==> config.mk <==
export PLATFORM = sky130hd
export DESIGN_NAME = mem_arbiter_flat
export DESIGN_NICKNAME = d
export VERILOG_FILES = /design/src/rtl/mem_arb_pkg.sv /design/src/rtl/mem_arbiter_if.sv /design/src/rtl/mem_arb_rr.sv /design/src/rtl/mem_arbiter.sv /design/src/flat_wrapper.sv
export SDC_FILE = /design/constraint.sdc
export NUM_CORES = 1
export LEC_CHECK = 0
export ABC_AREA = 0
export CAP_MARGIN = 20
export CORE_MARGIN = 2
export CORE_UTILIZATION = 35
export CTS_BUF_LIST = sky130_fd_sc_hd__clkbuf_16
export DETAILED_ROUTE_END_ITERATION = 6
export PLACE_DENSITY = 0.73
export SLEW_MARGIN = 10
export SYNTH_ARGS = -nofsm -noshare
export SYNTH_HDL_FRONTEND = slang
export SYNTH_SLANG_ARGS = --single-unit
==> constraint.sdc <==
create_clock -name Clk -period 1.7 [get_ports Clk]
set_input_delay 0.34 -clock Clk [delete_from_list [all_inputs] [get_ports Clk]]
set_output_delay 0.34 -clock Clk [all_outputs]
set_load 0.01 [all_outputs]
==> src/rtl/mem_arb_pkg.sv <==
`default_nettype none
// +------------------------------------------------------------------+
// | mem_arb_pkg : shared types for the unified-memory arbiter        |
// | Rev 1.0                                                          |
// +------------------------------------------------------------------+
package mem_arb_pkg;

  typedef enum logic [1:0] {
    IDLE   = 2'd0,
    ACCESS = 2'd1,
    RESP   = 2'd2
  } state_t;

  localparam logic OWN_CPU = 1'b0;
  localparam logic OWN_EXT = 1'b1;

endpackage
`default_nettype wire

==> src/rtl/mem_arbiter_if.sv <==
`default_nettype none
// +------------------------------------------------------------------+
// | mem_arbiter_if : CPU, loader and memory-port bundle              |
// | Rev 1.0                                                          |
// +------------------------------------------------------------------+
interface mem_arbiter_if #(
  parameter int ADDR_W = 32,
  parameter int DATA_W = 32
);
  logic              CpuReq;
  logic              CpuWe;
  logic [ADDR_W-1:0] CpuAddr;
  logic [DATA_W-1:0] CpuWData;
  logic [DATA_W-1:0] CpuRData;
  logic              CpuDone;
  logic              ExtReq;
  logic              ExtWe;
  logic [ADDR_W-1:0] ExtAddr;
  logic [DATA_W-1:0] ExtWData;
  logic [DATA_W-1:0] ExtRData;
  logic              ExtDone;
  logic              Stall;
  logic              MemEn;
  logic              MemWe;
  logic [ADDR_W-1:0] MemAddr;
  logic [DATA_W-1:0] MemWData;
  logic [DATA_W-1:0] MemRData;

  modport slave (
    input  CpuReq, CpuWe, CpuAddr, CpuWData,
    input  ExtReq, ExtWe, ExtAddr, ExtWData,
    input  MemRData,
    output CpuRData, CpuDone, ExtRData, ExtDone, Stall,
    output MemEn, MemWe, MemAddr, MemWData
  );

  modport master (
    output CpuReq, CpuWe, CpuAddr, CpuWData,
    output ExtReq, ExtWe, ExtAddr, ExtWData,
    output MemRData,
    input  CpuRData, CpuDone, ExtRData, ExtDone, Stall,
    input  MemEn, MemWe, MemAddr, MemWData
  );
endinterface
`default_nettype wire

==> src/rtl/mem_arb_rr.sv <==
`default_nettype none
// +------------------------------------------------------------------+
// | mem_arb_rr : 2-way round-robin picker                            |
// | Rev 1.0                                                          |
// +------------------------------------------------------------------+
module mem_arb_rr (
  input  wire logic i_cpu_req,
  input  wire logic i_ext_req,
  input  wire logic i_last_gnt,
  output logic      o_gnt_valid,
  output logic      o_gnt_owner
);
  import mem_arb_pkg::*;

  assign o_gnt_valid = i_cpu_req | i_ext_req;
  // On a tie the side that did not win last time takes the port.
  assign o_gnt_owner = i_ext_req & (~i_cpu_req | (i_last_gnt == OWN_CPU));

endmodule
`default_nettype wire

==> src/rtl/mem_arbiter.sv <==
`default_nettype none
// +------------------------------------------------------------------+
// | mem_arbiter : serialises CPU and loader accesses to one memory   |
// | Rev 1.0                                                          |
// +------------------------------------------------------------------+
module mem_arbiter #(
  parameter int MEM_LATENCY = 2,
  parameter int ADDR_W      = 32,
  parameter int DATA_W      = 32
) (
  input  wire logic    Clk,
  input  wire logic    Rst,
  mem_arbiter_if.slave bus
);
  import mem_arb_pkg::*;

  localparam int              CNT_W      = $clog2(MEM_LATENCY + 1);
  localparam logic [CNT_W-1:0] c_cnt_load = CNT_W'(MEM_LATENCY - 1);

  state_t              r_state;
  logic [CNT_W-1:0]    r_cnt;
  logic                r_owner;
  logic                r_we;
  logic                r_last_gnt;
  logic                r_mem_en;
  logic                r_mem_we;
  logic [ADDR_W-1:0]   r_addr;
  logic [DATA_W-1:0]   r_wdata;
  logic [DATA_W-1:0]   r_cpu_rdata;
  logic [DATA_W-1:0]   r_ext_rdata;
  logic                r_cpu_done;
  logic                r_ext_done;

  logic                w_gnt_valid;
  logic                w_gnt_owner;
  logic                w_sel_we;
  logic [ADDR_W-1:0]   w_sel_addr;
  logic [DATA_W-1:0]   w_sel_wdata;

  mem_arb_rr u_rr (
    .i_cpu_req   (bus.CpuReq),
    .i_ext_req   (bus.ExtReq),
    .i_last_gnt  (r_last_gnt),
    .o_gnt_valid (w_gnt_valid),
    .o_gnt_owner (w_gnt_owner)
  );

  assign w_sel_we    = (w_gnt_owner == OWN_EXT) ? bus.ExtWe    : bus.CpuWe;
  assign w_sel_addr  = (w_gnt_owner == OWN_EXT) ? bus.ExtAddr  : bus.CpuAddr;
  assign w_sel_wdata = (w_gnt_owner == OWN_EXT) ? bus.ExtWData : bus.CpuWData;

  always_ff @(posedge Clk) begin
    if (Rst) begin
      r_state     <= IDLE;
      r_cnt       <= '0;
      r_owner     <= OWN_CPU;
      r_we        <= 1'b0;
      r_last_gnt  <= OWN_EXT;
      r_mem_en    <= 1'b0;
      r_mem_we    <= 1'b0;
      r_addr      <= '0;
      r_wdata     <= '0;
      r_cpu_rdata <= '0;
      r_ext_rdata <= '0;
      r_cpu_done  <= 1'b0;
      r_ext_done  <= 1'b0;
    end else begin
      r_cpu_done <= 1'b0;
      r_ext_done <= 1'b0;
      case (r_state)
        IDLE: begin
          if (w_gnt_valid) begin
            r_owner  <= w_gnt_owner;
            r_we     <= w_sel_we;
            r_addr   <= w_sel_addr;
            r_wdata  <= w_sel_wdata;
            r_cnt    <= c_cnt_load;
            r_mem_en <= 1'b1;
            r_mem_we <= w_sel_we && (c_cnt_load == '0);
            r_state  <= ACCESS;
          end
        end
        ACCESS: begin
          if (r_cnt != '0) begin
            r_cnt    <= r_cnt - CNT_W'(1);
            // Write strobe only on the last held cycle so it commits once.
            r_mem_we <= r_we && (r_cnt == CNT_W'(1));
          end else begin
            r_mem_en <= 1'b0;
            r_mem_we <= 1'b0;
            if (!r_we) begin
              if (r_owner == OWN_CPU) r_cpu_rdata <= bus.MemRData;
              else                    r_ext_rdata <= bus.MemRData;
            end
            r_cpu_done <= (r_owner == OWN_CPU);
            r_ext_done <= (r_owner == OWN_EXT);
            r_state    <= RESP;
          end
        end
        RESP: begin
          r_last_gnt <= r_owner;
          r_state    <= IDLE;
        end
        default: r_state <= IDLE;
      endcase
    end
  end

  assign bus.MemEn    = r_mem_en;
  assign bus.MemWe    = r_mem_we;
  assign bus.MemAddr  = r_addr;
  assign bus.MemWData = r_wdata;
  assign bus.CpuRData = r_cpu_rdata;
  assign bus.ExtRData = r_ext_rdata;
  assign bus.CpuDone  = r_cpu_done;
  assign bus.ExtDone  = r_ext_done;
  assign bus.Stall    = bus.CpuReq & ~r_cpu_done;

endmodule
`default_nettype wire

==> src/flat_wrapper.sv <==
// flat-port wrapper written by rule: the top's interface ports become plain ports
module mem_arbiter_flat import mem_arb_pkg::*;
#(
  parameter int MEM_LATENCY = 2,
  parameter int ADDR_W      = 32,
  parameter int DATA_W      = 32
)
  (Clk, Rst, bus_CpuReq, bus_CpuWe, bus_CpuAddr, bus_CpuWData, bus_ExtReq, bus_ExtWe, bus_ExtAddr, bus_ExtWData, bus_MemRData, bus_CpuRData, bus_CpuDone, bus_ExtRData, bus_ExtDone, bus_Stall, bus_MemEn, bus_MemWe, bus_MemAddr, bus_MemWData);
  mem_arbiter_if #(.ADDR_W(ADDR_W), .DATA_W(DATA_W)) bus_i ();
  input  wire logic Clk;
  input  wire logic Rst;
  input wire logic [$bits(bus_i.CpuReq)-1:0] bus_CpuReq;
  input wire logic [$bits(bus_i.CpuWe)-1:0] bus_CpuWe;
  input wire logic [$bits(bus_i.CpuAddr)-1:0] bus_CpuAddr;
  input wire logic [$bits(bus_i.CpuWData)-1:0] bus_CpuWData;
  input wire logic [$bits(bus_i.ExtReq)-1:0] bus_ExtReq;
  input wire logic [$bits(bus_i.ExtWe)-1:0] bus_ExtWe;
  input wire logic [$bits(bus_i.ExtAddr)-1:0] bus_ExtAddr;
  input wire logic [$bits(bus_i.ExtWData)-1:0] bus_ExtWData;
  input wire logic [$bits(bus_i.MemRData)-1:0] bus_MemRData;
  output wire logic [$bits(bus_i.CpuRData)-1:0] bus_CpuRData;
  output wire logic [$bits(bus_i.CpuDone)-1:0] bus_CpuDone;
  output wire logic [$bits(bus_i.ExtRData)-1:0] bus_ExtRData;
  output wire logic [$bits(bus_i.ExtDone)-1:0] bus_ExtDone;
  output wire logic [$bits(bus_i.Stall)-1:0] bus_Stall;
  output wire logic [$bits(bus_i.MemEn)-1:0] bus_MemEn;
  output wire logic [$bits(bus_i.MemWe)-1:0] bus_MemWe;
  output wire logic [$bits(bus_i.MemAddr)-1:0] bus_MemAddr;
  output wire logic [$bits(bus_i.MemWData)-1:0] bus_MemWData;
  assign bus_i.CpuReq = bus_CpuReq;
  assign bus_i.CpuWe = bus_CpuWe;
  assign bus_i.CpuAddr = bus_CpuAddr;
  assign bus_i.CpuWData = bus_CpuWData;
  assign bus_i.ExtReq = bus_ExtReq;
  assign bus_i.ExtWe = bus_ExtWe;
  assign bus_i.ExtAddr = bus_ExtAddr;
  assign bus_i.ExtWData = bus_ExtWData;
  assign bus_i.MemRData = bus_MemRData;
  assign bus_CpuRData = bus_i.CpuRData;
  assign bus_CpuDone = bus_i.CpuDone;
  assign bus_ExtRData = bus_i.ExtRData;
  assign bus_ExtDone = bus_i.ExtDone;
  assign bus_Stall = bus_i.Stall;
  assign bus_MemEn = bus_i.MemEn;
  assign bus_MemWe = bus_i.MemWe;
  assign bus_MemAddr = bus_i.MemAddr;
  assign bus_MemWData = bus_i.MemWData;
  mem_arbiter #(.MEM_LATENCY(MEM_LATENCY), .ADDR_W(ADDR_W), .DATA_W(DATA_W)) u_core (.Clk(Clk), .Rst(Rst), .bus(bus_i));
endmodule
# == Word level (Yosys, flattened, before mapping) ==
# Index checks and enable logic that the tools add are counted.
# classes
reduce_logical,12
n_addsub,1
n_eq_ne,6
n_mux,14
bitwise,11
# ops
cell,count
$mux W32,2
$pmux W2 S2,2
$reduce_and A4 Y1,2
$not A1 Y1,7
$mux W2,3
$reduce_and A2 Y1,3
$reduce_and A3 Y1,2
$mux W1,5
$eq A2 B1 Y1 const B,2
$ne A2 B2 Y1 const B,2
$pmux W1 S2,2
$reduce_bool A2 Y1,2
$reduce_or A3 Y1,1
$and A1 B1 Y1,2
$eq A2 B2 Y1 const B,1
$logic_not A2 Y1,1
$ne A2 B1 Y1 const B,1
$or A1 B1 Y1,2
$sub A2 B1 Y2 const B,1
$logic_and A1 B1 Y1,1
# totals
register_bits,139
out_inout_bits,133
in_bits,166

# == Logic depth before layout (Yosys ltp) ==
# Gate-level depths: netlist of run 1.
# depth
depth_word,4
ltp_mapped,7
ltp_nobuf,5

# == Modules after synthesis ==
# A second synthesis of run 1 with hierarchy kept.
# hier_totals
hier_cells,580
hier_area_um2,5908.2
# modules_own_cells
module,n_inst,area_per_inst_um2,cells_each
mem_arbiter,1,5894.4,578
mem_arb_rr,1,13.8,2

# == Worst setup path after synthesis of run 1 ==
# Ideal clock, no wire load.
# synth_timing
kind,reg2reg
from,reg u_core.r_cnt[1]
to,"reg u_core.r_cpu_rdata[11], in the netlist u_core.bus.CpuRData[11]"
path_slack_ps,136
synth_period_minus_slack_ps,1564
arrival_ps,1445
stages_incl_launch_ff,8
path_cell_list,dfxtp_1 > inv_1 > ha_1 > nand2_2 > or4_1 > buf_2 > buf_6 > mux2i_1
# synth_between
elab_chain_cells,3
# synth_rtl
item,line,rtl
start: declaration,mem_arbiter.sv:21,logic [CNT_W-1:0] r_cnt;
start signal: assignment,mem_arbiter.sv:77,r_cnt <= c_cnt_load;
start signal: assignment,mem_arbiter.sv:85,r_cnt <= r_cnt - CNT_W'(1);
$reduce_bool A2 Y1,mem_arbiter.sv:84,if (r_cnt != '0) begin
$not A1 Y1 (no source line),-,
$reduce_and A4 Y1 (no source line),-,
end signal: assignment,mem_arbiter.sv:92,if (r_owner == OWN_CPU) r_cpu_rdata <= bus.MemRData;
end: declaration,mem_arbiter.sv:29,logic [DATA_W-1:0] r_cpu_rdata;
# Every way passes these cells.
# A chain may end at the register's enable or synchronous reset.

# == Final worst setup path of run 1 ==
# layout_timing
from,"reg u_core.r_wdata[9], in the netlist u_core.bus.MemWData[9]"
to,out bus_MemWData[9]
# layout_rtl
item,line,rtl
start: declaration,mem_arbiter.sv:28,logic [DATA_W-1:0] r_wdata;
start signal: assignment,mem_arbiter.sv:76,r_wdata <= w_sel_wdata;
end: declaration,flat_wrapper.sv:29,output wire logic [$bits(bus_i.MemWData)-1:0] bus_MemWData;
# No word-level cell between the ends.

==> impl_summary.log, run 1 <==
[metrics] layout overhead on the synthesized area: 67.54%
[metrics] total buffers and inverters traversed by the critical path: 1
[metrics] total negative slack for setup checks: 0 ns
[metrics] number of remaining DRC errors: 0
[metrics] number of antenna violations at the first check in global routing: 1
[metrics] Num Clock Sinks: 139
[metrics] synthesized instance count: 662
[metrics] Arr. time, crit path: around 1.3 ns
[metrics] starting DRC count in detailed routing: approximately 170
[metrics] Final ANT Viol Nets: 0
[metrics] top-level port count: between 200 and 300
[metrics] Period minus WS final: 1.660 ns
[metrics] clock-pin slew on the worst setup and hold paths: 0.06 ns
[metrics] relative slew slack: 77.77%
[metrics] number of distinct library cell variants in the gate-level netlist after synthesis: 36
[metrics] worst-margin pin slew: 0.3330 ns
[metrics] largest net degree at the start of global routing: between 50 and 60
[metrics] DRT Wirelength: ~20 mm
[metrics] final global-route overflow total: 0
[metrics] root buffer selected by CTS: sky130_fd_sc_hd__clkbuf_16
[metrics] Die Area: roughly 19000 um2
[metrics] post-synth net total: 831
[metrics] post-synth design cell area: 6197 um2
[metrics] total count of max-transition violations in the final report: 0
[metrics] type of the most critical hold path: in -> reg
[metrics] reported max-cap violation count: 0
[metrics] setup violation total in the final timing report: 0
[metrics] FFs w/ async S/R, synth: 0%
[metrics] routed vias/inst: 4.907
[metrics] Commonest cells post-synth: 139 x sky130_fd_sc_hd__dfxtp_1, 131 x sky130_fd_sc_hd__nand2_1, 96 x sky130_fd_sc_hd__nand2b_1
[metrics] minimum hold slack: approximately 0.39 ns
[metrics] top area cells in the synthesized netlist: sky130_fd_sc_hd__dfxtp_1 45%, sky130_fd_sc_hd__mux2i_1 10%, sky130_fd_sc_hd__nand2b_1 9.7%
[metrics] number of flip-flops and latches in the synthesized netlist: around 140
[metrics] cell with the most instances after synthesis: sky130_fd_sc_hd__dfxtp_1
[metrics] run status: finished clean
[metrics] peak clock frequency supported by timing: ~600 MHz
[metrics] average wire length per cell after detail routing: 16.43 um
[metrics] post-place setup slack: -0.3639 ns
[metrics] Setup Crit Path Kind: reg -> out
[metrics] Synth Flop Type: sky130_fd_sc_hd__dfxtp_1
[metrics] Chip Width: 137.1 um
[metrics] startpoint type of the worst setup path: register
[metrics] sort of element at the end of the critical path: output port
[metrics] RD Place Congestion: between 0.7 and 0.8
[metrics] CTS tree: yes
[metrics] Cell Pwr Density: 949.7 nW/um2
[metrics] maximum cell stage delay along the critical path: a little under 0.6 ns
[metrics] worst-case clock skew: roughly 0.010 ns
[metrics] Final #Nets: ~1100
[metrics] routed via count: 5854
[metrics] post-detail-place hpwl: about 14 mm
[metrics] min setup slack post-route: 0.03963 ns
[metrics] static leakage: 0.004357 uW
[metrics] Port-buffer cells: a little under 300
[metrics] Top Family by Delay on Critical Path: buffers and inverters
[metrics] CTS HTree Levels: 4
[metrics] cell type contributing the most total cell area after synthesis: sky130_fd_sc_hd__dfxtp_1
[metrics] period utilization: 97.67%
[metrics] deepest clock path buffer count: 2
[metrics] CTS Buf Count: 17
[metrics] Die Y: 137.1 um
[metrics] number of global-route vias before repair: 5644
[metrics] Site Rows: between 40 and 50
[metrics] Syn. warnings: 0
[metrics] wire length of the first global-routing pass: around 29 mm
[metrics] cts-stage hold buffer count: 0
[metrics] Worst IR Drop VDD: around 780 uV
[metrics] hold violation count in the final report: 0
[metrics] data required time of the worst path: 1.36 ns
[metrics] first drt pass iteration count: 4
[metrics] ratio of cells with drive above 1 in the final layout: 11.79%
[metrics] synthesized area per cell: 9.361 um2
[metrics] worst-path maximum fanout: 2
[metrics] cells along the critical path: clkdlybuf4s50_1
[metrics] Skew-Pair Late Insertion Delay: 0.41 ns
[metrics] share of the synthesized area in the top cell type: 44.90%
[metrics] GRT Overall Usage: 19.98%
[metrics] effective utilization at floorplan: 35.83%
[metrics] number of synthesized flops with an enable pin: 0
[metrics] core area: 17300 um2
[metrics] register area share after synthesis: 44.90%
[metrics] post-layout power: 9860 uW
[metrics] slowest stage cell on the critical path: sky130_fd_sc_hd__clkdlybuf4s50_1
## power breakdown
part | internal [uW] | switching (uW)
combinational | 1310 | 1020
sequential | 3550 | 164
clock | 2430 | 1390
total | 7290 | 2570
## flip-flops by register name, summed over array words and instances, names as in the netlist
name and count:
u_core.bus.CpuRData 32, u_core.r_cnt 2, u_core.bus.MemWData 32, u_core.r_owner 1, u_core.bus.MemAddr 32, u_core.r_we 1, u_core.bus.MemEn 1, u_core.bus.MemWe 1
u_core.r_state 2, u_core.bus.ExtDone 1, u_core.r_last_gnt 1, u_core.bus.CpuDone 1, u_core.bus.ExtRData 32
## final cells by class
cell class / instances / area (um2)
diodes: 1 / 2.502
clock buffers: 17 / 425.4
clock inverters: 14 / 180.2
fillers: 1535 / 6914
inverters: 2 / 7.507
multi-input cells: 457 / 3137
flip-flops and latches: 139 / 2784
well taps: 225 / 281.5
repair buffers: 338 / 3565
## layer usage
metal  global-route usage [%]  vias to the layer above  wire, um
li1                         -                     2906         -
met1                    23.41                     2693      7852
met2                    33.08                      233      9527
met3                    8.222                       22      1845
met4                    6.529                        0       373
met5                        0                        -         0
## cell usage in the layout (no fill, tap or decap), drive strengths merged, types with 2 or more instances in the layout
cell type	instances
dlygate4sd2	8
inv	5
o21ai	2
nor4	2
nand2	132
nor2b	3
clkinv	6
clkdlybuf4s50	265
ha	3
dlymetal6s2s	24
nor4b	2
a311oi	65
a21oi	70
nand2b	96
mux2i	64
bufinv	4
dfxtp	139
nand3	2
buf	39
clkbuf	19
a21bo	2
## final timing paths
kind	start	end	slack [ns]	cells past startpoint
worst max-delay path	u_core.bus.MemWData[9]$_SDFFE_PP0P_	bus_MemWData[9]	0.04	1
worst min-delay path	Rst	u_core.bus.ExtDone$_SDFF_PP0_	0.39	2
worst max register to register	u_core.r_cnt[0]$_SDFFE_PP0P_	u_core.bus.ExtRData[10]$_SDFFE_PP0P_	0.10	8
worst min register to register	u_core.bus.ExtRData[24]$_SDFFE_PP0P_	u_core.bus.ExtRData[24]$_SDFFE_PP0P_	0.47	2
## per-stage QoR
| step | std cells | utilization [%] | instance area, um2 |
|---|---|---|---|
| after global routing | 1193 | 60.03 | 10380 |
| final | 1193 | 60.03 | 10380 |
| after global placement | 1156 | 55.67 | 9629 |
| after floorplan | 662 | - | 6197 |
| after CTS | 1187 | 59.16 | 10230 |
| after detailed placement | 1156 | 55.67 | 9629 |
## what timing repair did
item                       in CTS  in global routing
gates resized for setup        10                 30
setup buffers                   0                  2
gates cloned                    0                  3
setup endpoints to repair       8                 55
pin swaps                       0                  2
## cells by family (layout without fill, tap and decap cells)
family / Yosys count / count (layout) / share of synthesized area, %
compound gates: 143 / 143 / 19.02
flops: 139 / 139 / 44.90
buf+inv: 66 / 371 / 5.068
other cells: 0 / 1 / 0
mux: 64 / 64 / 10.34
simple gates: 247 / 247 / 20.07
fa+ha+maj: 3 / 3 / 0.6058
No activity file was read; power rests on OpenSTA's default activity.
==> run 2, diff against run 1 <==
Settings changed: GPL_TIMING_DRIVEN set to 0.
==> run 2 against run 1 <==
  * Final area shrank 1.6%
  * Cell count grew 2.0%
  * Clock power shrank 3%
  * Setup slack lost 0.015 ns
  * Sequential power is essentially flat
  * Register-to-register slack lost 0.03 ns
  * Critical path depth is the same
  * Worst hold slack gained 0.049 ns
  * Fmax shrank 0.91%
  * Flip-flop and latch count is the same
  * Global-route usage grew 2.0 points
  * Via count grew 1.9%
  * Critical endpoint is now bus_MemWData[20]
==> impl_summary.log, run 2 (synthesis gave the netlist of run 1 again) <==
[metrics] peak clock frequency supported by timing: 596.8 MHz (-0.91%)
[metrics] startpoint type of the worst setup path: register
[metrics] critical register-to-register path endpoint: u_core.bus.CpuRData[16]$_SDFFE_PP0P_
[metrics] maximum cell stage delay along the critical path: 0.55 ns (-0.03 ns)
[metrics] most common cell after layout, fill and taps aside: sky130_fd_sc_hd__clkdlybuf4s50_1
[metrics] root buffer selected by CTS: sky130_fd_sc_hd__clkbuf_16
[metrics] Final ANT Viol Nets: 0 (unchanged)
[metrics] DRT Wirelength: 20.85 mm (+6.4%)
[metrics] top-level port count: 299 (unchanged)
[metrics] core area: 17300 um2 (unchanged)
[metrics] Die Area: 18790 um2 (unchanged)
[metrics] cts-stage hold buffer count: 0 (unchanged)
[metrics] routed vias/inst: 4.900 (-0.15%)
[metrics] CP Launch Point: u_core.bus.MemWData[20]$_SDFFE_PP0P_
[metrics] Skew-Pair Late Insertion Delay: 0.42 ns (about the same)
[metrics] reg-to-reg setup timing slack: 0.07 ns (-0.03 ns)
[metrics] deepest clock path buffer count: 2 (unchanged)
[metrics] number of remaining DRC errors: 0 (unchanged)
[metrics] run status: finished clean
[metrics] origin of the critical flop-to-flop path: u_core.r_cnt[0]$_SDFFE_PP0P_
[metrics] post-detail-place hpwl: 15.74 mm (+12%)
[metrics] Setup Crit Path Kind: reg -> out
[metrics] worst-path maximum fanout: 2 (unchanged)
[metrics] total negative slack for setup checks: 0 ns (unchanged)
[metrics] total buffers and inverters traversed by the critical path: 1 (unchanged)
[metrics] static leakage: 0.004372 uW (+0.33%)
[metrics] slowest stage cell on the critical path: sky130_fd_sc_hd__clkdlybuf4s50_1
[metrics] ratio of cells with drive above 1 in the final layout: 11.79% (about the same)
[metrics] cells along the critical path: clkdlybuf4s50_1
[metrics] worst setup path endpoint: bus_MemWData[20]
[metrics] largest net degree at the start of global routing: 17 (-70%)
[metrics] reported max-cap violation count: 0 (unchanged)
[metrics] relative slew slack: 49.00% (-29 points)
[metrics] Cell Pwr Density: 952.3 nW/um2 (+0.27%)
[metrics] effective utilization at floorplan: 35.83% (unchanged)
[metrics] setup repair after global routing missed its margin: true
[metrics] Site Rows: 48 (unchanged)
[metrics] CTS HTree Levels: 4 (unchanged)
[metrics] worst-case clock skew: 0.009922 ns (-0.00004227 ns)
[metrics] sort of element at the end of the critical path: output port
[metrics] Final #Nets: 1149 (+2.2%)
[metrics] number of global-route vias before repair: 5911 (+4.7%)
[metrics] Num Clock Sinks: 139 (unchanged)
[metrics] Period minus WS final: 1.676 ns (+0.01519 ns)
[metrics] total count of max-transition violations in the final report: 0 (unchanged)
[metrics] most frequent cells in the layout: 257 x sky130_fd_sc_hd__clkdlybuf4s50_1, 138 x sky130_fd_sc_hd__dfxtp_1, 131 x sky130_fd_sc_hd__nand2_1
[metrics] Worst IR Drop VDD: 722.5 uV (-7.2%)
[metrics] Chip Width: 137.1 um (unchanged)
[metrics] setup violation total in the final timing report: 0 (unchanged)
[metrics] final standard cell utilization of the core: 59.05% (-0.98 points)
[metrics] number of cells on the critical path: 1 (unchanged)
[metrics] GRT Overall Usage: 21.97% (+2.0 points)
[metrics] CTS tree: yes
[metrics] data required time of the worst path: 1.36 ns (about the same)
[metrics] average wire length per cell after detail routing: 17.14 um (+4.3%)
[metrics] wire length of the first global-routing pass: 31.54 mm (+9.0%)
[metrics] Top Family by Delay on Critical Path: buffers and inverters
[metrics] Arr. time, crit path: 1.34 ns (+0.02 ns)
[metrics] number of antenna violations at the first check in global routing: 1 (unchanged)
[metrics] period utilization: 98.56% (+0.89 points)
[metrics] number of cell instances on the worst register-to-register path: 7 (-1)
[metrics] Port-buffer cells: 297 (-0.34%)
[metrics] clock-pin slew on the worst setup and hold paths: 0.06 ns (about the same)
[metrics] final global-route overflow total: 0 (unchanged)
[metrics] layout overhead on the synthesized area: 64.81%
[metrics] routed via count: 5963 (+1.9%)
[metrics] RD Place Congestion: 0.8878 (+11%)
[metrics] number of antenna diodes: 0 (-1)
[metrics] worst-margin pin slew: 0.7650 ns (+0.4320 ns)
[metrics] first drt pass iteration count: 5 (+1)
[metrics] CTS Buf Count: 17 (unchanged)
[metrics] Die Y: 137.1 um (unchanged)
[metrics] starting DRC count in detailed routing: 179 (+5.9%)
[metrics] type of the most critical hold path: in -> reg
[metrics] hold violation count in the final report: 0 (unchanged)
-- run 2: changes by cell type in the layout (fill, tap and decap cells not counted), moves of 3 or more --
cell | before | now
sky130_fd_sc_hd__clkbuf_1 | 0 | 18
sky130_fd_sc_hd__buf_4 | 21 | 5
sky130_fd_sc_hd__buf_12 | 15 | 0
sky130_fd_sc_hd__clkbuf_2 | 0 | 15
sky130_fd_sc_hd__buf_2 | 0 | 10
sky130_fd_sc_hd__clkdlybuf4s50_1 | 265 | 257
sky130_fd_sc_hd__buf_6 | 3 | 9
sky130_fd_sc_hd__clkbuf_4 | 0 | 5
sky130_fd_sc_hd__dlymetal6s2s_1 | 24 | 29
sky130_fd_sc_hd__buf_1 | 0 | 3
-- run 2: routing by layer --
metal  part of all wire, %  GRT usage, %
met1                    42         25.75
met2                    47         36.18
met3                   8.1         7.889
met4                   2.4         9.336
met5                 0.062             0
-- run 2: repair_timing --
action / in CTS / in global routing
setup endpoints to repair: 124 / 120
pin swaps: 0 / 0
gates cloned: 0 / 0
endpoints found under the hold margin: 0 / 0
gates resized for setup: 38 / 60
setup buffers: 2 / 1
-- run 2: how the worst min path moves through the flow --
stage / start / slack, ns / to / depth (start not counted)
finish: bus_CpuReq / 0.44 / u_core.bus.MemWe$_SDFFE_PP0P_ / 4
global route: bus_ExtAddr[21] / 0.48 / u_core.bus.MemAddr[21]$_SDFFE_PP0P_ / 3
CTS: u_core.bus.CpuRData[3]$_SDFFE_PP0P_ / 0.47 / u_core.bus.CpuRData[3]$_SDFFE_PP0P_ / 2
detailed placement: u_core.bus.ExtRData[14]$_SDFFE_PP0P_ / 0.46 / u_core.bus.ExtRData[14]$_SDFFE_PP0P_ / 2
global placement: u_core.bus.ExtRData[29]$_SDFFE_PP0P_ / 0.46 / u_core.bus.ExtRData[29]$_SDFFE_PP0P_ / 2
floorplan: u_core.bus.CpuRData[31]$_SDFFE_PP0P_ / 0.49 / u_core.bus.CpuRData[31]$_SDFFE_PP0P_ / 2
-- run 2: layout make-up --
type                            instances  area, um2
Buffer                                 63      372.9
Clock buffer                           17      425.4
Clock inverter                         14      156.4
Fill cell                            1571       7083
Inverter                                2      7.507
Multi-Input combinational cell        457       3131
Sequential cell                       139       2784
Tap cell                              225      281.5
Timing Repair Buffer                  300       3055
-- run 2: report_power, final --
part / switching (uW) / leakage, uW / internal (uW)
logic: 1050 / 0.00295 / 1250
clock network: 1440 / 0.000281 / 2280
registers: 173 / 0.00114 / 3550
total: 2660 / 0.00437 / 7070
-- run 2: stage by stage --
stage	cell area (um2)	hold WS [ns]	power [uW]	cells	worst slack, ns
final	10210	0.4372	9726	1217	0.02444
after floorplan	6197	0.4926	4857	662	0.1355
after global routing	10210	0.4802	10120	1217	-0.01487
after CTS	10090	0.4729	9810	1216	-0.01199
after detailed placement	9452	0.4626	6085	1184	-0.7120
after global placement	9452	0.4558	6066	1184	-0.6725
==> run 3, diff against run 2 <==
Settings changed: PLACE_DENSITY 0.73 to not set, PLACE_DENSITY_LB_ADDON set to 0.12, TNS_END_PERCENT set to 20.
==> run 3 against run 2 <==
  * First-iteration DRC count increased by 16%
  * Cell count increased by 0.16%
  * Sequential share of layout area about the same
  * Worst hold slack got worse by 0.088 ns
  * Critical path depth unchanged
  * Register-to-register slack about the same
  * Clock power increased by 7.5%
  * Count of clock-buffer cells in the layout unchanged
  * Critical path type unchanged
  * Critical endpoint is now bus_MemWData[31]
==> impl_summary.log, run 3 (synthesis gave the netlist of run 1 again) <==
[metrics] run status: finished clean
[metrics] effective utilization at floorplan: 35.83% (unchanged)
[metrics] slowest stage cell on the critical path: sky130_fd_sc_hd__clkdlybuf4s50_1
[metrics] clock-pin slew on the worst setup and hold paths: 0.06 ns (about the same)
[metrics] number of antenna diodes: 0 (unchanged)
[metrics] Num Clock Sinks: 139 (unchanged)
[metrics] cts-stage hold buffer count: 0 (unchanged)
[metrics] reported max-cap violation count: 0 (unchanged)
[metrics] top-level port count: 299 (unchanged)
[metrics] Setup Crit Path Kind: reg -> out
[metrics] area post-placement: 9452 um2 (unchanged)
[metrics] deepest clock path buffer count: 2 (unchanged)
[metrics] cells along the critical path: clkdlybuf4s50_1
[metrics] Site Rows: 48 (unchanged)
[metrics] relative slew slack: 50.86% (+1.9 points)
[metrics] amount of wire on met3 after detailed routing: 1.690 mm (+0.36%)
[metrics] sort of element at the end of the critical path: output port
[metrics] average wire length per cell after detail routing: 16.73 um (-2.4%)
[metrics] Chip Width: 137.1 um (unchanged)
[metrics] routed vias/inst: 4.830 (-1.4%)
[metrics] worst-margin pin slew: 0.7370 ns (-0.02797 ns)
[metrics] Period minus WS final: 1.663 ns (-0.01241 ns)
[metrics] Metal-1 WL: 8.501 mm (-3.1%)
[metrics] CTS Buf Count: 17 (unchanged)
[metrics] Die Y: 137.1 um (unchanged)
[metrics] static leakage: 0.004178 uW (-4.4%)
[metrics] total negative slack for setup checks: 0 ns (unchanged)
[metrics] Worst IR Drop VDD: 742.5 uV (+2.8%)
[metrics] maximum cell stage delay along the critical path: 0.58 ns (+0.03 ns)
[metrics] most common cell after layout, fill and taps aside: sky130_fd_sc_hd__clkdlybuf4s50_1
[metrics] Routed met2 length: 9.848 mm (-0.24%)
[metrics] first drt pass iteration count: 4 (-1)
[metrics] Final #Nets: 1151 (+0.17%)
[metrics] most frequent cells in the layout: 274 x sky130_fd_sc_hd__clkdlybuf4s50_1, 139 x sky130_fd_sc_hd__dfxtp_1, 131 x sky130_fd_sc_hd__nand2_1
[metrics] CTS tree: yes
[metrics] setup repair after global routing missed its margin: true
[metrics] starting DRC count in detailed routing: 207 (+16%)
[metrics] RD Place Congestion: 0.8366 (-5.8%)
[metrics] data required time of the worst path: 1.36 ns (about the same)
[metrics] Arr. time, crit path: 1.32 ns (-0.02 ns)
[metrics] largest net degree at the start of global routing: 17 (unchanged)
[metrics] Die Area: 18790 um2 (unchanged)
[metrics] Cell Pwr Density: 977.7 nW/um2 (+2.7%)
[metrics] post-detail-place hpwl: 15.19 mm (-3.5%)
[metrics] startpoint type of the worst setup path: register
[metrics] worst-case clock skew: 0.006354 ns (-0.003569 ns)
[metrics] type of the most critical hold path: in -> reg
[metrics] hold violation count in the final report: 0 (unchanged)
[metrics] DR top layer: met4
[metrics] Port-buffer cells: 297 (unchanged)
[metrics] total buffers and inverters traversed by the critical path: 1 (unchanged)
[metrics] peak clock frequency supported by timing: 601.3 MHz (+0.75%)
[metrics] final global-route overflow total: 0 (unchanged)
[metrics] core area: 17300 um2 (unchanged)
[metrics] Top Family by Delay on Critical Path: buffers and inverters
[metrics] setup violation total in the final timing report: 0 (unchanged)
[metrics] total count of max-transition violations in the final report: 0 (unchanged)
[metrics] number of antenna violations at the first check in global routing: 0 (-1)
[metrics] final standard cell utilization of the core: 59.11% (about the same)
[metrics] ratio of cells with drive above 1 in the final layout: 11.17% (-0.63 points)
[metrics] worst-path maximum fanout: 2 (unchanged)
[metrics] routed via count: 5888 (-1.3%)
[metrics] period utilization: 97.83% (-0.73 points)
[metrics] number of global-route vias before repair: 5882 (-0.49%)
[metrics] Skew-Pair Late Insertion Delay: 0.42 ns (about the same)
[metrics] root buffer selected by CTS: sky130_fd_sc_hd__clkbuf_16
[metrics] summed area of non-filler cells in the final layout: 10220 um2 (about the same)
[metrics] Final ANT Viol Nets: 0 (unchanged)
[metrics] wire length of the first global-routing pass: 30.59 mm (-3.0%)
[metrics] number of remaining DRC errors: 0 (unchanged)
[metrics] DRT Wirelength: 20.39 mm (-2.2%)
[metrics] layout overhead on the synthesized area: 64.97% (about the same)
[metrics] CTS HTree Levels: 4 (unchanged)
[metrics] GRT Overall Usage: 21.08% (-0.88 points)
==> run 3: cell count changes in the layout (fill, tap and decap cells not counted), sizes merged, moves of 2 or more <==
cell,change
clkdlybuf4s50,+17
dlymetal6s2s,-11
dlygate4sd2,-5
bufinv,+2
clkinvlp,-2
==> run 3: repair_timing <==
| item | CTS | global route |
|---|---|---|
| pin swaps | 0 | 1 |
| buffers inserted | 0 | 4 |
| gates resized for setup | 23 | 40 |
| endpoints found under the setup margin | 95 | 131 |
| gates cloned | 0 | 1 |
==> run 3: power breakdown <==
| part | total [uW] | switching, uW | internal (uW) |
|---|---|---|---|
| clock | 3990 | 1420 | 2580 |
| sequential | 3710 | 160 | 3550 |
| combinational | 2300 | 1050 | 1250 |
| total | 10000 | 2620 | 7370 |
==> run 3: metal layers <==
metal	up-vias	GRT usage, %
li1	2956	-
met1	2704	24.85
met2	205	35.54
met3	23	7.593
met4	0	6.873
met5	-	0
==> run 3: path summary, 6_finish.rpt <==
kind	from	end	slack, ns	cells after the start
hold / removal	bus_ExtReq	u_core.bus.MemWe$_SDFFE_PP0P_	0.35	4
setup reg to reg	u_core.r_cnt[0]$_SDFFE_PP0P_	u_core.bus.ExtRData[20]$_SDFFE_PP0P_	0.08	7
hold reg to reg	u_core.bus.ExtRData[12]$_SDFFE_PP0P_	u_core.bus.ExtRData[12]$_SDFFE_PP0P_	0.47	2
setup / recovery	u_core.bus.MemWData[31]$_SDFFE_PP0P_	bus_MemWData[31]	0.04	1
==> run 3: stage by stage <==
stage / power, uW / hold slack [ns] / cells / worst slack [ns]
after floorplan: 4857 / 0.4926 / 662 / 0.1355
after global placement: 6066 / 0.4590 / 1184 / -0.5948
after detailed placement: 6076 / 0.4624 / 1184 / -0.5968
after CTS: 10080 / 0.4742 / 1215 / -0.08428
after global routing: 10400 / 0.3710 / 1219 / -0.004193
final: 9996 / 0.3492 / 1219 / 0.03685
==> run 3: final cells by class <==
| class | count | area, um2 |
|---|---|---|
| plain buffers | 63 | 350.3 |
| clock buffers | 17 | 425.4 |
| clock inverters | 14 | 202.7 |
| fillers | 1599 | 7073 |
| inverters | 2 | 7.507 |
| multi-input cells | 457 | 3127 |
| flip-flops and latches | 139 | 2783 |
| well taps | 225 | 281.5 |
| repair buffers | 302 | 3047 |
==> patch 1: new RTL, settings of run 3 <==
`ADDR_W` is set to 32 in 3 places; all go to 64.
--- a/src/rtl/mem_arbiter_if.sv
+++ b/src/rtl/mem_arbiter_if.sv
@@ -6,3 +6,3 @@
 interface mem_arbiter_if #(
-  parameter int ADDR_W = 32,
+  parameter int ADDR_W = 64,
   parameter int DATA_W = 32
--- a/src/rtl/mem_arbiter.sv
+++ b/src/rtl/mem_arbiter.sv
@@ -7,3 +7,3 @@
   parameter int MEM_LATENCY = 2,
-  parameter int ADDR_W      = 32,
+  parameter int ADDR_W      = 64,
   parameter int DATA_W      = 32
--- a/src/flat_wrapper.sv
+++ b/src/flat_wrapper.sv
@@ -4,3 +4,3 @@
   parameter int MEM_LATENCY = 2,
-  parameter int ADDR_W      = 32,
+  parameter int ADDR_W      = 64,
   parameter int DATA_W      = 32
Ports: changed (resized bus_CpuAddr, bus_ExtAddr and bus_MemAddr); port bits go from 299 to 395. The function was not compared with the original's and may differ.
==> patch 1 against run 3 <==
- setup slack got worse by 0.0091 ns
- die area is 19% higher
- design area is 22% higher
- clock skew grew 0.0058 ns
- final cell count is 27% higher
- register-to-register slack about the same
- area after synthesis rose by 20%
- critical path type unchanged
- combinational power is 27% higher
- total power is 15% higher
- routed wire length up 36%
- sequential cell count increased by 32
==> patch 1: results (changes against run 3) <==
stage,metric,value,unit,change
run_status,status,finished clean,,
power_and_ir_drop,p_per_area,922.0,mW/mm^2,-5.7%
power_and_ir_drop,comb-power,2.93,mW,+27%
detailed_routing,wl_per_cell,17.93,microns,+7.2%
grt,grt_usage,24.37,%,+3.3 points
placed_design,dp_slack,-0.6022,ns,-0.005409 ns
yosys,synth.area.top_cells,"dfxtp_1 46%, a311oi_1 11%, nand2_1 9.9%",,
sta,layout_min_cycle_time,1.672,ns,+0.009063 ns
grt,grt_pass1_vias,7691,,+31%
yosys,synth.distinct_cells,38,,+5.6%
placed_design,dp_hpwl,21210,microns,+40%
worst_hold_path,whs_path_depth,3,,-1
placed_design,io_buffers,393,,+32%
sta,relSlewSlack,65.43,%,+15 points
power_and_ir_drop,swShare,28.88,%,+2.6 points
finish,drive_gt1_share,8.183,%,-3.0 points
setup_path,crit_end,bus_MemAddr[1],,
worst_hold_path,hp-start,Rst,,
sta,holdWs,0.4276,ns,+0.07843 ns
finish,sh_seq_area,27.51,%,+0.29 points
finish,multiInputGateArea,0.003603,sq mm,+15%
power_and_ir_drop,vdd_drop_max,748.4,uV,+0.80%
setup_path,setup.worst_path.start,u_core.bus.MemAddr[1],,
detailed_routing,drt_pre_antenna_iters,5,,+1
yosys,synthCells,843,,+27%
yosys,synthTopCellsByCount,"195 x nand2_1, 171 x dfxtp_1, 102 x a21oi_1, 97 x a311oi_1, 96 x nand2b_1",,
yosys,synth.mux.area_fraction,8.644,%,-1.7 points
detailed_routing,viasPerCell,4.930,,+2.1%
power_and_ir_drop,p_seq_share,40.2,%,+3.1 points
detailed_routing,drt_iter0_markers,347,,+68%
finish,fillerInstances,1930,,+21%
power_and_ir_drop,p_leak,5.414,nW,+30%
grt,grt_pass1_wl,42140,microns,+38%
detailed_routing,postRouteWirelength,27740,microns,+36%
## patch 1: cell count changes in the layout (fill, tap and decap cells not counted), sizes merged, moves of 15 or more
cell | run 3 | this run
nand2 | 132 | 196
dlygate4sd2 | 5 | 31
a21oi | 70 | 102
clkbuf | 56 | 77
a311oi | 65 | 97
dfxtp | 139 | 171
dlymetal6s2s | 18 | 33
clkdlybuf4s50 | 274 | 329
## patch 1: metal layers
layer / vias up / track usage [%] / share of wire [%]
li1: 3812 / - / -
met3: 47 / 7.348 / 7.5
met2: 280 / 42.87 / 50
met1: 3488 / 27.94 / 40
met5: - / 0 / 0
met4: 0 / 8.619 / 2.8
## patch 1: logic make-up after synthesis
group | Yosys count
multiplexers | 64
buffers and inverters | 87
adder cells (fa/ha/maj) | 3
AO/OA/AOI/OAI | 207
AND/OR/NAND/NOR | 311
flip-flops | 171
## patch 1: tightest hold or removal path, stage by stage
cell      delay (ns)
clkbuf_1        0.17
nand2b_1        0.18
mux2i_1         0.11
==> patch 2: new RTL, config.mk and constraints of run 3 <==
Without the edit above. Make the reset (`Rst`) asynchronous in one clocked block.
--- a/src/rtl/mem_arbiter.sv
+++ b/src/rtl/mem_arbiter.sv
@@ -51,3 +51,3 @@
 
-  always_ff @(posedge Clk) begin
+  always_ff @(posedge Clk or posedge Rst) begin
     if (Rst) begin
Formal check against the unedited RTL: differs if Rst is asserted again (counterexample within 4 cycles, from zero or initial values and one cycle with Rst high); with Rst held inactive, the same outputs for 4 cycles.
==> patch 2 against run 3 <==
- the run now ends with negative setup slack left
- global-route usage is 1.3 points lower
- setup slack got worse by 0.051 ns
- via count is 15% lower
- design area increased by 2.0%
- sequential cell count is the same
- count of clock-buffer cells in the layout unchanged
- worst hold slack worse by 0.16 ns
- fmax shrank 2.9%
- routed wire length decreased by 13%
- area after synthesis decreased by 2.7%
- critical path type is now flop to flop
- critical endpoint is now u_core.bus.ExtRData[14]
- largest cell class unchanged
Power is not compared: it rests on default switching activity, and its combinational part moved more than twofold at a synthesized area within 25%.
==> patch 2: results (changes against run 3) <==
stage,metric,value,unit,change
finish,multiInputCombCellCount,286,,-37%
yosys,synth.net_count,638,,-23%
worst_hold_path,hp-class,primary input to asynchronous set/reset pin,,
sta,setup_violations,27,,+27
finish,final-nonclk-buf-share,34.37,%,+1.1 points
setup_path,slowest_stage,or3_4,,
grt,grt_max_degree,38,,+21
grt,grt_pass1_vias,5410,,-8.0%
finish,drive_gt1_share,18.57,%,+7.4 points
finish,multiInputGateArea,0.002456,sq mm,-21%
finish,n_antenna_cell,0,,unchanged
placed_design,dpl_cell_area,0.009380,sq mm,-0.75%
finish,sh_seq_area,33.35,%,+6.1 points
detailed_routing,wl_met3,1239,microns,-27%
setup_path,cp.arrival,2.00,ns,+0.68 ns
run_status,status,"complete, but fails checks",,
grt,grt_usage,19.79,%,-1.3 points
setup_path,cpLargestDelayFamily,simple AND/OR/NAND/NOR gates,,
finish,signal_buffers,351,,-3.8%
placed_design,io_buffers,298,,+0.34%
setup_path,slowest_delay,0.41,ns,-0.17 ns
grt,grt_pass1_wl,28120,microns,-8.1%
yosys,synthTopCellsByCount,"138 x dfrtp_1, 131 x a21oi_1, 66 x mux2i_1, 32 x mux2_2, 30 x mux2_4",,
sta,fin_skew,0.006207,ns,-0.0001472 ns
placed_design,gp_congestion,0.7718,,-7.7%
finish,non_clock_inverter_count,6,,+4
yosys,synth.area.top_cells,"dfrtp_1 57%, mux2i_1 11%, a21oi_1 11%",,
yosys,synth.distinct_cells,30,,-17%
setup_path,path_max_fanout,10,,+8
sta,finalWorstSetupSlack,-0.01370,ns,-0.05055 ns
finish,final_nets,970,,-16%
yosys,synthArstFlopShare,100.0,%,+100 points
sta,tns,-0.1585,ns,-0.1585 ns
finish,clkCellAreaFrac,5.781,%,-0.36 points
grt,grt_use_met2,35.22,%,-0.32 points
grt,grt_use_met1,23.07,%,-1.8 points
clock_tree,clk_latency,0.41,ns,
run_status,violations,negative setup slack,,
detailed_routing,drt_iter0_markers,130,,-37%
grt,met3_usage,5.649,%,-1.9 points
detailed_routing,wl_per_cell,17.18,microns,+2.7%
detailed_routing,wirelength_met1,7036,microns,-17%
yosys,seq_area_frac_synth,57.69,%,+13 points
finish,area_growth,72.95,%,
finish,fillerInstances,1404,,-12%
detailed_routing,viasPerCell,4.798,,-0.67%
detailed_routing,route.met2.wl,9276,microns,-5.8%
placed_design,dp_hpwl,13260,microns,-13%
## patch 2: final timing paths
path | from | to | depth (start not counted)
max | u_core.r_cnt[0] | u_core.bus.ExtRData[14] | 6
min | Rst | u_core.bus.MemAddr[17] | 2
max reg2reg | u_core.r_cnt[0] | u_core.bus.ExtRData[14] | 6
min reg2reg | u_core.bus.MemEn | u_core.bus.MemEn | 1
max in group asynchronous | Rst | u_core.bus.ExtRData[14] | 5
min in group Clk | u_core.bus.MemEn | u_core.bus.MemEn | 1
## patch 2: where the power goes
part	switching [mW]	internal, mW	total, mW
Combinational	3.50	4.83	8.33
Sequential	0.919	4.95	5.87
Clock	1.37	2.42	3.80
Total	5.79	12.2	18.0
## patch 2: worst register-to-register path: cells and delay by family, from the launching register on
family	cells	cell delay, ns
and+or+nand+nor	2	0.51
buffers and inverters	2	0.26
DFF	1	0.39
adders and majority gates	1	0.13
muxes	1	0.30
## patch 2: repair_timing
| item | CTS | global route |
|---|---|---|
| gates resized for setup | 73 | 58 |
| pin swaps | 2 | 1 |
| buffers inserted | 7 | 5 |
| hold buffers | 0 | 0 |
| cloned | 1 | 0 |
| setup endpoints to repair | 136 | 157 |
## patch 2: stage by stage
stage          hold WS [ns]  std cells  worst slack, ns
2_1_floorplan        0.4429        469          -0.3743
3_3_place_gp         0.4631        992           -1.611
3_5_place_dp         0.4764        996          -0.7062
4_1_cts              0.1746       1034         -0.06428
5_1_grt              0.1868       1038         -0.07141
6_report             0.1869       1038         -0.01370
## patch 2: cell families (layout without fill, tap and decap cells)
group | count (synthesis) | count (layout) | share of synthesized area [%]
simple gates | 15 | 15 | 1.784
buf+inv | 44 | 388 | 3.402
compound gates | 138 | 138 | 11.74
fa+ha+maj | 3 | 3 | 0.6223
flops | 139 | 139 | 57.69
mux | 130 | 130 | 24.77
